[config.mk]
export PLATFORM = sky130hd
export DESIGN_NAME = pe_sys_mac_flat
export DESIGN_NICKNAME = d
export VERILOG_FILES = /design/src/rtl/npu_pe_pkg.sv /design/src/rtl/pe_sys_mac_if.sv /design/src/rtl/pe_mult_stage.sv /design/src/rtl/pe_sys_mac.sv /design/src/flat_wrapper.sv
export SDC_FILE = /design/constraint.sdc
export NUM_CORES = 1
export LEC_CHECK = 0
export ABC_AREA = 1
export CORE_MARGIN = 3
export CORE_UTILIZATION = 55
export CTS_BUF_LIST = sky130_fd_sc_hd__clkbuf_2
export CTS_CLUSTER_DIAMETER = 200
export CTS_CLUSTER_SIZE = 8
export DETAILED_ROUTE_END_ITERATION = 8
export PLACE_DENSITY = 0.8
export SYNTH_ARGS = -nofsm -noshare
export SYNTH_HDL_FRONTEND = slang
export SYNTH_SLANG_ARGS = --single-unit
export TNS_END_PERCENT = 30
[constraint.sdc]
create_clock -name clk -period 4.96 [get_ports clk]
set_input_delay 0.992 -clock clk [delete_from_list [all_inputs] [get_ports clk]]
set_output_delay 0.992 -clock clk [all_outputs]
set_load 0.02 [all_outputs]
[src/rtl/npu_pe_pkg.sv]
// Shared definitions for the NPU processing elements: default widths and os_mode encoding.
package npu_pe_pkg;

  localparam int unsigned PE_DW = 8;
  localparam int unsigned PE_AW = 24;

  // os_mode encoding: weight-stationary pass-through vs output-stationary accumulate
  typedef enum logic {
    PE_MODE_WS = 1'b0,
    PE_MODE_OS = 1'b1
  } pe_mode_e;

endpackage

[src/rtl/pe_sys_mac_if.sv]
// Data/control bundle of one systolic PE; master drives operands, slave is the PE.
interface pe_sys_mac_if #(
  parameter int unsigned DW = npu_pe_pkg::PE_DW,
  parameter int unsigned AW = npu_pe_pkg::PE_AW
);

  logic signed [DW-1:0] w_in;
  logic                 w_load;
  logic                 w_swap;
  logic signed [DW-1:0] a_in;
  logic                 a_vld;
  logic signed [AW-1:0] c_in;
  logic                 os_mode;
  logic                 flush;
  logic                 Err_mult;
  logic                 Err_mac;
  logic signed [DW-1:0] a_out;
  logic                 a_vld_out;
  logic signed [AW-1:0] c_out;
  logic                 c_vld;
  logic                 ovf;

  modport master (
    output w_in, w_load, w_swap, a_in, a_vld, c_in, os_mode, flush, Err_mult, Err_mac,
    input  a_out, a_vld_out, c_out, c_vld, ovf
  );

  modport slave (
    input  w_in, w_load, w_swap, a_in, a_vld, c_in, os_mode, flush, Err_mult, Err_mac,
    output a_out, a_vld_out, c_out, c_vld, ovf
  );

endinterface

[src/rtl/pe_mult_stage.sv]
// Stage 1 of the PE: signed DWxDW multiply, sign extension to AW, optional
// product-LSB fault flip, registered on a_vld. Fault hook enabled by PE_FAULT_INJ_EN.
module pe_mult_stage #(
  parameter int unsigned DW = npu_pe_pkg::PE_DW,
  parameter int unsigned AW = npu_pe_pkg::PE_AW
) (
  input  logic                 clk,
  input  logic                 rst,
  input  logic signed [DW-1:0] weight,
  input  logic signed [DW-1:0] act,
  input  logic                 vld,
  input  logic                 err_mult,
  output logic signed [AW-1:0] prod
);

  localparam int unsigned PW = 2 * DW;

  logic signed [PW-1:0] mult;
  logic signed [AW-1:0] prod_d;

  assign mult = PW'(weight) * PW'(act);

`ifdef PE_FAULT_INJ_EN
  assign prod_d = AW'(mult) ^ AW'(err_mult);
`else
  logic unused_err_mult;
  assign unused_err_mult = err_mult;
  assign prod_d          = AW'(mult);
`endif

  // Product register, only advances on a valid activation
  always_ff @(posedge clk) begin
    if (rst) begin
      prod <= '0;
    end else if (vld) begin
      prod <= prod_d;
    end
  end

endmodule

[src/rtl/pe_sys_mac.sv]
// Pipelined systolic PE: double-buffered weight, registered activation forwarding,
// 2-stage MAC with WS pass-through or OS accumulate, sticky overflow.
// Optional fault-injection hooks (Err_mult/Err_mac) built only with PE_FAULT_INJ_EN.
module pe_sys_mac
  import npu_pe_pkg::*;
#(
  parameter int unsigned DW = PE_DW,
  parameter int unsigned AW = PE_AW
) (
  input logic         clk,
  input logic         rst,
  pe_sys_mac_if.slave bus
);

  if (AW < 2 * DW) begin : g_aw_check
    $error("pe_sys_mac: AW must be at least 2*DW");
  end

  logic signed [DW-1:0] w_shadow;
  logic signed [DW-1:0] w_active;
  logic signed [AW-1:0] prod;

  logic                 s1_vld;
  logic                 s1_flush;
  pe_mode_e             s1_mode;
  logic signed [AW-1:0] s1_c;

  logic signed [AW-1:0] acc;
  logic signed [AW-1:0] add_a;
  logic signed [AW-1:0] add_b;
  logic signed [AW-1:0] sum;
  logic signed [AW-1:0] sum_f;
  logic                 ovf_now;
  logic                 os_flush;

  logic signed [DW-1:0] a_out_q;
  logic                 a_vld_out_q;
  logic signed [AW-1:0] c_out_q;
  logic                 c_vld_q;
  logic                 ovf_q;

  // Shadow/active weight pair; a same-cycle load+swap moves the old shadow into active
  always_ff @(posedge clk) begin
    if (rst) begin
      w_shadow <= '0;
      w_active <= '0;
    end else begin
      if (bus.w_load) w_shadow <= bus.w_in;
      if (bus.w_swap) w_active <= w_shadow;
    end
  end

  pe_mult_stage #(
    .DW(DW),
    .AW(AW)
  ) u_mult (
    .clk      (clk),
    .rst      (rst),
    .weight   (w_active),
    .act      (bus.a_in),
    .vld      (bus.a_vld),
    .err_mult (bus.Err_mult),
    .prod     (prod)
  );

  // Stage-1 side-band capture; flush and mode follow every cycle, c_in only with a_vld
  always_ff @(posedge clk) begin
    if (rst) begin
      s1_vld   <= 1'b0;
      s1_flush <= 1'b0;
      s1_mode  <= PE_MODE_WS;
      s1_c     <= '0;
    end else begin
      s1_vld   <= bus.a_vld;
      s1_flush <= bus.flush;
      s1_mode  <= pe_mode_e'(bus.os_mode);
      if (bus.a_vld) s1_c <= bus.c_in;
    end
  end

  // Stage-2 adder operands, signed overflow and OS flush qualification
  always_comb begin
    add_a    = (s1_mode == PE_MODE_WS) ? s1_c : acc;
    add_b    = s1_vld ? prod : '0;
    sum      = add_a + add_b;
    ovf_now  = s1_vld && (add_a[AW-1] == add_b[AW-1]) && (sum[AW-1] != add_a[AW-1]);
    os_flush = (s1_mode == PE_MODE_OS) && s1_flush;
  end

`ifdef PE_FAULT_INJ_EN
  logic s1_err_mac;

  // Err_mac travels with its activation into stage 2
  always_ff @(posedge clk) begin
    if (rst) begin
      s1_err_mac <= 1'b0;
    end else if (bus.a_vld) begin
      s1_err_mac <= bus.Err_mac;
    end
  end

  assign sum_f = sum ^ AW'(s1_err_mac & s1_vld);
`else
  logic unused_err_mac;
  assign unused_err_mac = bus.Err_mac;
  assign sum_f          = sum;
`endif

  // Stage 2: emit in WS, accumulate or drain in OS, sticky overflow cleared by OS flush
  always_ff @(posedge clk) begin
    if (rst) begin
      acc     <= '0;
      c_out_q <= '0;
      c_vld_q <= 1'b0;
      ovf_q   <= 1'b0;
    end else begin
      c_vld_q <= 1'b0;
      if (s1_mode == PE_MODE_WS) begin
        if (s1_vld) begin
          c_out_q <= sum_f;
          c_vld_q <= 1'b1;
        end
      end else if (s1_flush) begin
        c_out_q <= sum_f;
        c_vld_q <= 1'b1;
        acc     <= '0;
      end else if (s1_vld) begin
        acc <= sum_f;
      end
      ovf_q <= (ovf_q && !os_flush) || ovf_now;
    end
  end

  // Activation forwarding to the east neighbour
  always_ff @(posedge clk) begin
    if (rst) begin
      a_out_q     <= '0;
      a_vld_out_q <= 1'b0;
    end else begin
      a_out_q     <= bus.a_in;
      a_vld_out_q <= bus.a_vld;
    end
  end

  assign bus.a_out     = a_out_q;
  assign bus.a_vld_out = a_vld_out_q;
  assign bus.c_out     = c_out_q;
  assign bus.c_vld     = c_vld_q;
  assign bus.ovf       = ovf_q;

endmodule

[src/flat_wrapper.sv]
// flat-port wrapper written by rule: the top's interface ports become plain ports
module pe_sys_mac_flat import npu_pe_pkg::*;
#(
  parameter int unsigned DW = PE_DW,
  parameter int unsigned AW = PE_AW
)
  (clk, rst, bus_w_in, bus_w_load, bus_w_swap, bus_a_in, bus_a_vld, bus_c_in, bus_os_mode, bus_flush, bus_Err_mult, bus_Err_mac, bus_a_out, bus_a_vld_out, bus_c_out, bus_c_vld, bus_ovf);
  pe_sys_mac_if #(.DW(DW), .AW(AW)) bus_i ();
  input logic clk;
  input logic rst;
  input wire logic [$bits(bus_i.w_in)-1:0] bus_w_in;
  input wire logic [$bits(bus_i.w_load)-1:0] bus_w_load;
  input wire logic [$bits(bus_i.w_swap)-1:0] bus_w_swap;
  input wire logic [$bits(bus_i.a_in)-1:0] bus_a_in;
  input wire logic [$bits(bus_i.a_vld)-1:0] bus_a_vld;
  input wire logic [$bits(bus_i.c_in)-1:0] bus_c_in;
  input wire logic [$bits(bus_i.os_mode)-1:0] bus_os_mode;
  input wire logic [$bits(bus_i.flush)-1:0] bus_flush;
  input wire logic [$bits(bus_i.Err_mult)-1:0] bus_Err_mult;
  input wire logic [$bits(bus_i.Err_mac)-1:0] bus_Err_mac;
  output wire logic [$bits(bus_i.a_out)-1:0] bus_a_out;
  output wire logic [$bits(bus_i.a_vld_out)-1:0] bus_a_vld_out;
  output wire logic [$bits(bus_i.c_out)-1:0] bus_c_out;
  output wire logic [$bits(bus_i.c_vld)-1:0] bus_c_vld;
  output wire logic [$bits(bus_i.ovf)-1:0] bus_ovf;
  assign bus_i.w_in = bus_w_in;
  assign bus_i.w_load = bus_w_load;
  assign bus_i.w_swap = bus_w_swap;
  assign bus_i.a_in = bus_a_in;
  assign bus_i.a_vld = bus_a_vld;
  assign bus_i.c_in = bus_c_in;
  assign bus_i.os_mode = bus_os_mode;
  assign bus_i.flush = bus_flush;
  assign bus_i.Err_mult = bus_Err_mult;
  assign bus_i.Err_mac = bus_Err_mac;
  assign bus_a_out = bus_i.a_out;
  assign bus_a_vld_out = bus_i.a_vld_out;
  assign bus_c_out = bus_i.c_out;
  assign bus_c_vld = bus_i.c_vld;
  assign bus_ovf = bus_i.ovf;
  pe_sys_mac #(.DW(DW), .AW(AW)) u_core (.clk(clk), .rst(rst), .bus(bus_i));
endmodule
==> results.toml, run 1 <==
[worst_setup_path]
worst-endpoint-required_ns = 5.54
r2r.worst_path.cells = 16
worstPathArrival_ns = 5.16
path_class = "in2reg"
cp_max_fo = 5
cp-start-kind = "primary input"
critPathCaptureType = "register"

[placed_design]
io_buffers = 81
dp_hpwl_mm = 17.0
place.gp.congestion = 0.971
dpl.cell_count = 1661

[clock_network]
clkTransAtPathRegs_ns = 0.17
htreeDepth = 4
cts_root_buf = "clkbuf_2"
cts_sinks = 117
cts_hold_buf = 0
cts_resized = 0
post_cts_buffers = 0
tritoncts = "done"
clk_latency_ns = 0.75
ctsLongestPathBuffers = 2
cts_buffers = 17

[finish]
fill_cells = 1490
instances_no_fill = 1694
drive_gt1_frac = 0.0792
utilization = 0.656
nNetsFinal = 1621
seqCellArea_um2 = 2340
area_growth_pct = 15.6
multi_input_area_um2 = 5440

[yosys]
synthTopCellsByArea = "dfxtp_1 (26%), nand2_1 (17%), fa_1 (12%)"
synth_top_cell_area_share = 0.258
netlist_area_um2 = 9080
syn_nets = 1531
synth-xor-area-share = 0.0164
synth_top_family_by_area = "simple AND/OR/NAND/NOR gates"
synth_edf_count = 0
synth_fa_ha_area_frac = 0.195
syn_inst = 1374
synth_top_cell_by_area = "dfxtp_1"
ys_types = 39
synthSimpleGateAreaFrac = 0.295
ys_warn_count = 0
synthMuxAreaShare = 0
dominantRegCellSynth = "dfxtp_1"
synth_compound_area_frac = 0.0931
ys_ff_latch = 117
yosysSeqAreaShare = 0.258
synth.avg_cell_area_um2 = 6.61
synth-async-reset-ratio = 0

[route]
vias = 8390
postRouteAntennaNets = 0
vias_per_cell = 4.95
drc_errors = 0
firstDrtPassIters = 7
routed_wl_mm = 21.9
routedWlPerCell_um = 12.9
drt_iter0_drc = 624

[global_route]
grt_antenna_before_repair = 1
grt_max_degree = 49
grt_pass1_vias = 8033
track_usage = 0.252
overflow = 0
grt_pass1_wl_mm = 37.3

[status]
status = "completed"

[timing]
period_needed_ns = 4.58
fin_skew_ns = 0.0633
hold_viol = 0
slew_violations = 0
tightest_slew_ns = 1.16
fmaxAchievable_ghz = 0.219
rsz0062_at_grt = "no"
finalCritPeriodShare = 0.923
slew_headroom = 0.224
setup_viol = 0
timing.hold.ws_ns = 0.477

[hold_path]
hold_path_class = "reg2reg"
hold_depth = 2

[floorplanning]
ios = 84
row_count = 46
die-area_um2 = 18100
die_h_um = 135
chipWidth_um = 135
start_util = 0.568
core-area_um2 = 16000

[flow_run]
max_cap_viol_count = 0

[power_and_ir_drop]
p_leak_uw = 0.00591
p_per_area_nw_per_um2 = 278
ir_drop_mv = 0.169
-- flip-flops by register name (all words and copies together), names as in the netlist --
register and cells:
u_core.acc 24, u_core.bus.c_out 24, u_core.s1_c 24, u_core.u_mult.prod 16, u_core.bus.a_out 8, u_core.w_active 8, u_core.w_shadow 8, u_core.bus.a_vld_out 1
u_core.bus.c_vld 1, u_core.bus.ovf 1, u_core.s1_flush 1, u_core.s1_mode 1
-- final cells by class --
| cell class | count | share of cell area |
|---|---|---|
| Clock buffer | 17 | 0.00810 |
| Clock inverter | 15 | 0.0169 |
| Inverter | 282 | 0.101 |
| Tap cell | 216 | 0.0257 |
| Multi-Input combinational cell | 924 | 0.519 |
| Timing Repair Buffer | 122 | 0.107 |
| Sequential cell | 117 | 0.223 |
| Antenna cell | 1 | 0.000238 |
-- Yosys cell counts (2+ instances only) --
cell and n:
o211ai_1 4, ha_1 52, buf_6 2, o21ai_1 2
or2_2 5, inv_1 276, clkbuf_1 37, o21ai_0 75
nand4_1 10, nand3_2 5, nor2_1 146, nand2_1 403
buf_2 6, inv_2 6, nor2_2 8, buf_4 4
fa_1 56, nor2_4 2, nand3_1 43, nand3b_1 8
xor2_1 11, xnor2_1 6, o21bai_1 14, dfxtp_1 117
nand2_2 11, a21oi_1 50, a21oi_2 3
-- worst max-delay path, cell delays in order --
cell and delay [ns]:
clkdlybuf4s50_1 0.50, nand2_1 0.11, inv_1 0.06, fa_1 0.57
inv_1 0.10, fa_1 0.54, inv_1 0.05, fa_1 0.52
inv_1 0.05, fa_1 0.52, inv_1 0.04, ha_1 0.33
nand2_1 0.12, nor2_1 0.15, nand3_1 0.09, nand3_1 0.11
nand3_1 0.08, nand2_1 0.13, a21oi_1 0.08
-- report_power, final --
part | switching [uW] | internal (uW) | total, uW
sequential | 49.1 | 1010 | 1060
combinational | 647 | 512 | 1160
clock | 411 | 285 | 696
-- cells in the final DEF, fill, tap and decap left out, drive strengths merged --
cell type / n
or2: 5
clkinvlp: 3
nand2: 415
ha: 52
a31oi: 1
fa: 56
xor2: 11
dfxtp: 117
diode: 1
nand3: 48
o211ai: 4
nand3b: 9
nor2: 156
xnor2: 6
inv: 285
o21bai: 14
clkinv: 6
o21ai: 78
clkdlybuf4s50: 81
a21bo: 1
clkbuf: 17
a21oi: 54
a21o: 1
nor3: 1
nand4: 11
buf: 41
and2: 1
bufinv: 3
-- layer usage --
metal,vias to the layer above,part of all wire,global-route usage
li1,4300,-,-
met1,3817,0.47,0.353
met2,248,0.45,0.406
met3,25,0.059,0.0432
met4,0,0.016,0.0707
met5,-,0,0
-- final timing paths --
path	to	slack, ns	startpoint
worst min-delay path	u_core.acc[19]$_SDFFE_PP0P_	0.48	u_core.acc[19]$_SDFFE_PP0P_
worst max register to register	u_core.u_mult.prod[15]$_SDFFE_PP0P_	0.52	u_core.w_active[7]$_SDFFE_PP0P_
worst min register to register	u_core.acc[19]$_SDFFE_PP0P_	0.48	u_core.acc[19]$_SDFFE_PP0P_
worst max-delay path	u_core.u_mult.prod[15]$_SDFFE_PP0P_	0.38	bus_a_in[4]
-- through the flow --
stage / total power [uW] / setup WS (ns) / setup TNS, ns / area (um^2)
global placement: 2220 / -0.292 / -2.20 / 10200
CTS: 2930 / 0.464 / 0 / 10500
finish: 2920 / 0.383 / 0 / 10500
global route: 3160 / 0.149 / 0 / 10500
detailed placement: 2240 / -0.342 / -2.55 / 10200
floorplan: 1830 / 0.138 / 0 / 9080
-- cells by family (layout without fill, tap and decap cells) --
| family | count (synthesis) | count (layout) |
|---|---|---|
| fa+ha+maj | 108 | 108 |
| other cells | 0 | 1 |
| flops | 117 | 117 |
| simple gates | 646 | 646 |
| buf+inv | 333 | 436 |
| compound gates | 153 | 153 |
| xor+xnor | 17 | 17 |
Note: power is estimated with default switching activity, not from simulation.
==> run 2: changes to the inputs <==
Settings changed: ABC_AREA 1 to default, PLACE_DENSITY 0.8 to 0.78.
Clock period 4.96 ns to 5.8 ns, I/O delays scaled along.
==> run 2 against run 1 <==
  * Final area is 9.6% lower
  * Setup slack better by 0.30 ns
  * Power is 34% lower
  * Wire length is 16% lower
  * Global-route usage is 1.5 points lower
  * Critical path type unchanged
==> results.toml, run 2 <==
[timing]
setup_viol = 0
fmaxAchievable_ghz = 0.196
slew_headroom = 0.310
fin_setup_tns_ns = 0
period_needed_ns = 5.11
finalCritPeriodShare = 0.881
tightest_slew_ns = 1.03
slew_violations = 0
fin_skew_ns = 0.0449
hold_viol = 0
rsz0062_at_grt = "no"

[route]
routed_wl_mm = 18.5
vias = 6697
drc_errors = 0
vias_per_cell = 5.61
drt_iter0_drc = 406
postRouteAntennaNets = 0
routedWlPerCell_um = 15.5
firstDrtPassIters = 8

[worst_setup_path]
regToRegSetupSlack_ns = 1.19
critPathCaptureType = "register"
r2r.worst_path.cells = 16
worstPathCellList = "clkdlybuf4s50_1 > nand2_1 > inv_1 > fa_1 > inv_1 > fa_1 > inv_1 > fa_1 > inv_1 > fa_1 > inv_1 > ha_1 > and3_1 > a311oi_1 > a21oi_1 > xnor2_1 > a211oi_1"
cp_max_fo = 5
cp-start-kind = "primary input"
timing.rr.end = "u_core.u_mult.prod[15]$_SDFFE_PP0P_"
slowest_stage = "clkdlybuf4s50_1"
cpPeakStageDelay_ns = 0.53
worstPathArrival_ns = 5.73
crit_path_start = "bus_a_in[2]"
path_class = "in2reg"
crit_path_frequent_cell = "inv_1"
worst-endpoint-required_ns = 6.42
reg2reg_from = "u_core.w_active[7]$_SDFFE_PP0P_"

[finish]
seqCellArea_um2 = 2340
drive_gt1_frac = 0.0969
final_common_cell = "dfxtp_1"
instances_no_fill = 1193
fill_cells = 1239
area_growth_pct = 15.8
nNetsFinal = 1155
multi_input_area_um2 = 5350
layout_common_cells = "dfxtp_1 (117), inv_1 (88), nor2_1 (84)"
utilization = 0.668

[global_route]
grt_pass1_vias = 6734
grt_max_degree = 63
track_usage = 0.237
overflow = 0
grt_antenna_before_repair = 1
grt_pass1_wl_mm = 31.4

[yosys]
synth_top_cell_by_area = "dfxtp_1"
ys_ff_latch = 117
synth_common_cells = "dfxtp_1 (117), inv_1 (88), nor2_1 (84)"
synth.avg_cell_area_um2 = 8.97
ys_warn_count = 0
synth_edf_count = 0
syn_inst = 914
dominantRegCellSynth = "dfxtp_1"
syn_nets = 1071
netlist_area_um2 = 8200
synth.most_common_cell = "dfxtp_1"
yosysSeqAreaShare = 0.286
synth-async-reset-ratio = 0
ys_types = 65
synth_top_cell_area_share = 0.286
synthTopCellsByArea = "dfxtp_1 (29%), fa_1 (14%), ha_1 (7.9%)"

[placed_design]
io_buffers = 81
dpl.cell_count = 1159
place.gp.congestion = 0.899
dp_hpwl_mm = 13.9

[floorplanning]
row_count = 43
core-area_um2 = 14200
ios = 84
start_util = 0.577
chipWidth_um = 128
die-area_um2 = 16400
die_h_um = 128

[power_and_ir_drop]
intPower_uw = 1310
comb_power_share = 0.259
switching_power_uw = 606
clockPowerShare = 0.287
swShare = 0.316
p_per_area_nw_per_um2 = 202
ir_drop_mv = 0.127
power_frac_seq = 0.454
p_leak_uw = 0.00422

[hold_path]
hold_path_class = "reg2reg"
hold_start = "u_core.bus.c_out[9]$_SDFFE_PP0P_"
min_to = "u_core.bus.c_out[9]$_SDFFE_PP0P_"
hold_depth = 2

[clock_network]
clkTransAtPathRegs_ns = 0.17
htreeDepth = 4
cts_resized = 0
tritoncts = "done"
clk_latency_ns = 0.72
cts_sinks = 117
cts_buffers = 17
post_cts_buffers = 0
cts_root_buf = "clkbuf_2"
ctsLongestPathBuffers = 2
cts_hold_buf = 0

[status]
status = "completed"

[flow_run]
max_cap_viol_count = 0
[run 2: changes by cell type after synthesis, sizes merged, moves of 12 or more]
cell	delta
o21bai	-12
a21oi	-18
nor3	+21
mux2	+24
and2	+55
mux2i	+50
inv	-194
a211oi	+14
nor2	-72
nand2	-341
xnor2	+16
o21ai	-46
nor2b	+18
nand3	-30
[run 2: final cells by class]
| class | instances | share of cell area |
|---|---|---|
| antenna | 2 | 0.000527 |
| clock buffer | 20 | 0.0105 |
| clock inverter | 12 | 0.0144 |
| inverter | 90 | 0.0356 |
| multi-input combinational | 666 | 0.564 |
| sequential | 117 | 0.247 |
| tap | 180 | 0.0237 |
| timing repair buffer | 106 | 0.104 |
[run 2: worst max path at each step]
stage	end	slack, ns
floorplan	u_core.u_mult.prod[15]$_SDFFE_PP0P_	0.43
global placement	u_core.u_mult.prod[15]$_SDFFE_PP0P_	0.06
detailed placement	u_core.u_mult.prod[15]$_SDFFE_PP0P_	-0.02
CTS	u_core.u_mult.prod[15]$_SDFFE_PP0P_	0.70
global route	u_core.u_mult.prod[15]$_SDFFE_PP0P_	0.47
finish	u_core.u_mult.prod[15]$_SDFFE_PP0P_	0.69
[run 2: logic make-up (layout without fill, tap and decap cells)]
logic type,after synthesis,in the layout,synth area share
and+or+nand+nor,304,304,0.182
AOI/OAI and AO/OA,151,151,0.129
buffers and inverters,131,228,0.0614
DFF,117,117,0.286
adders and majority gates,108,108,0.216
muxes,74,74,0.0940
xor gates and xnor gates,29,29,0.0310
other,0,2,0
[run 2: metrics by stage]
stage	setup WS [ns]	power [uW]	instance area (um^2)	hold WS [ns]
6_report	0.687	1920	9490	0.464
5_1_grt	0.470	2040	9490	0.484
4_1_cts	0.704	1930	9480	0.467
3_5_place_dp	-0.0232	1390	9250	0.439
3_3_place_gp	0.0591	1370	9250	0.428
2_1_floorplan	0.426	1220	8200	0.419
[run 2: power groups by stage]
stage               combinational (uW)  clock (uW)  sequential, uW
floorplan                          328           0             894
CTS                                503         560             872
detailed placement                 498           0             889
global placement                   487           0             888
finish                             497         550             872
global route                       562         596             878
[run 2: routing by layer]
| metal | share of wire | up-vias | global-route usage |
|---|---|---|---|
| li1 | - | 3269 | - |
| met1 | 0.44 | 3214 | 0.299 |
| met2 | 0.49 | 188 | 0.402 |
| met3 | 0.053 | 26 | 0.0563 |
| met4 | 0.018 | 0 | 0.0762 |
| met5 | 0 | - | 0 |
[run 2: worst max-delay path, delay by kind of cell]
kind	cells	cell delay (ns)
fa+ha+maj	5	2.44
buf+inv	6	0.86
compound gates	3	0.70
simple gates	2	0.41
xor+xnor	1	0.15
==> run 3: changes to the inputs <==
--- a/config.mk
+++ b/config.mk
@@ -10,3 +10,2 @@
 export CTS_BUF_LIST = sky130_fd_sc_hd__clkbuf_2
-export CTS_CLUSTER_DIAMETER = 200
 export CTS_CLUSTER_SIZE = 8
--- a/constraint.sdc
+++ b/constraint.sdc
@@ -3,2 +3,2 @@
 set_output_delay 1.16 -clock clk [all_outputs]
-set_load 0.02 [all_outputs]
+set_load 0.01 [all_outputs]
==> results of run 3 <==
The final DEF is identical to that of run 2. Status: completed.
Main changes from that run: total power 1920 uW -> 1910 uW
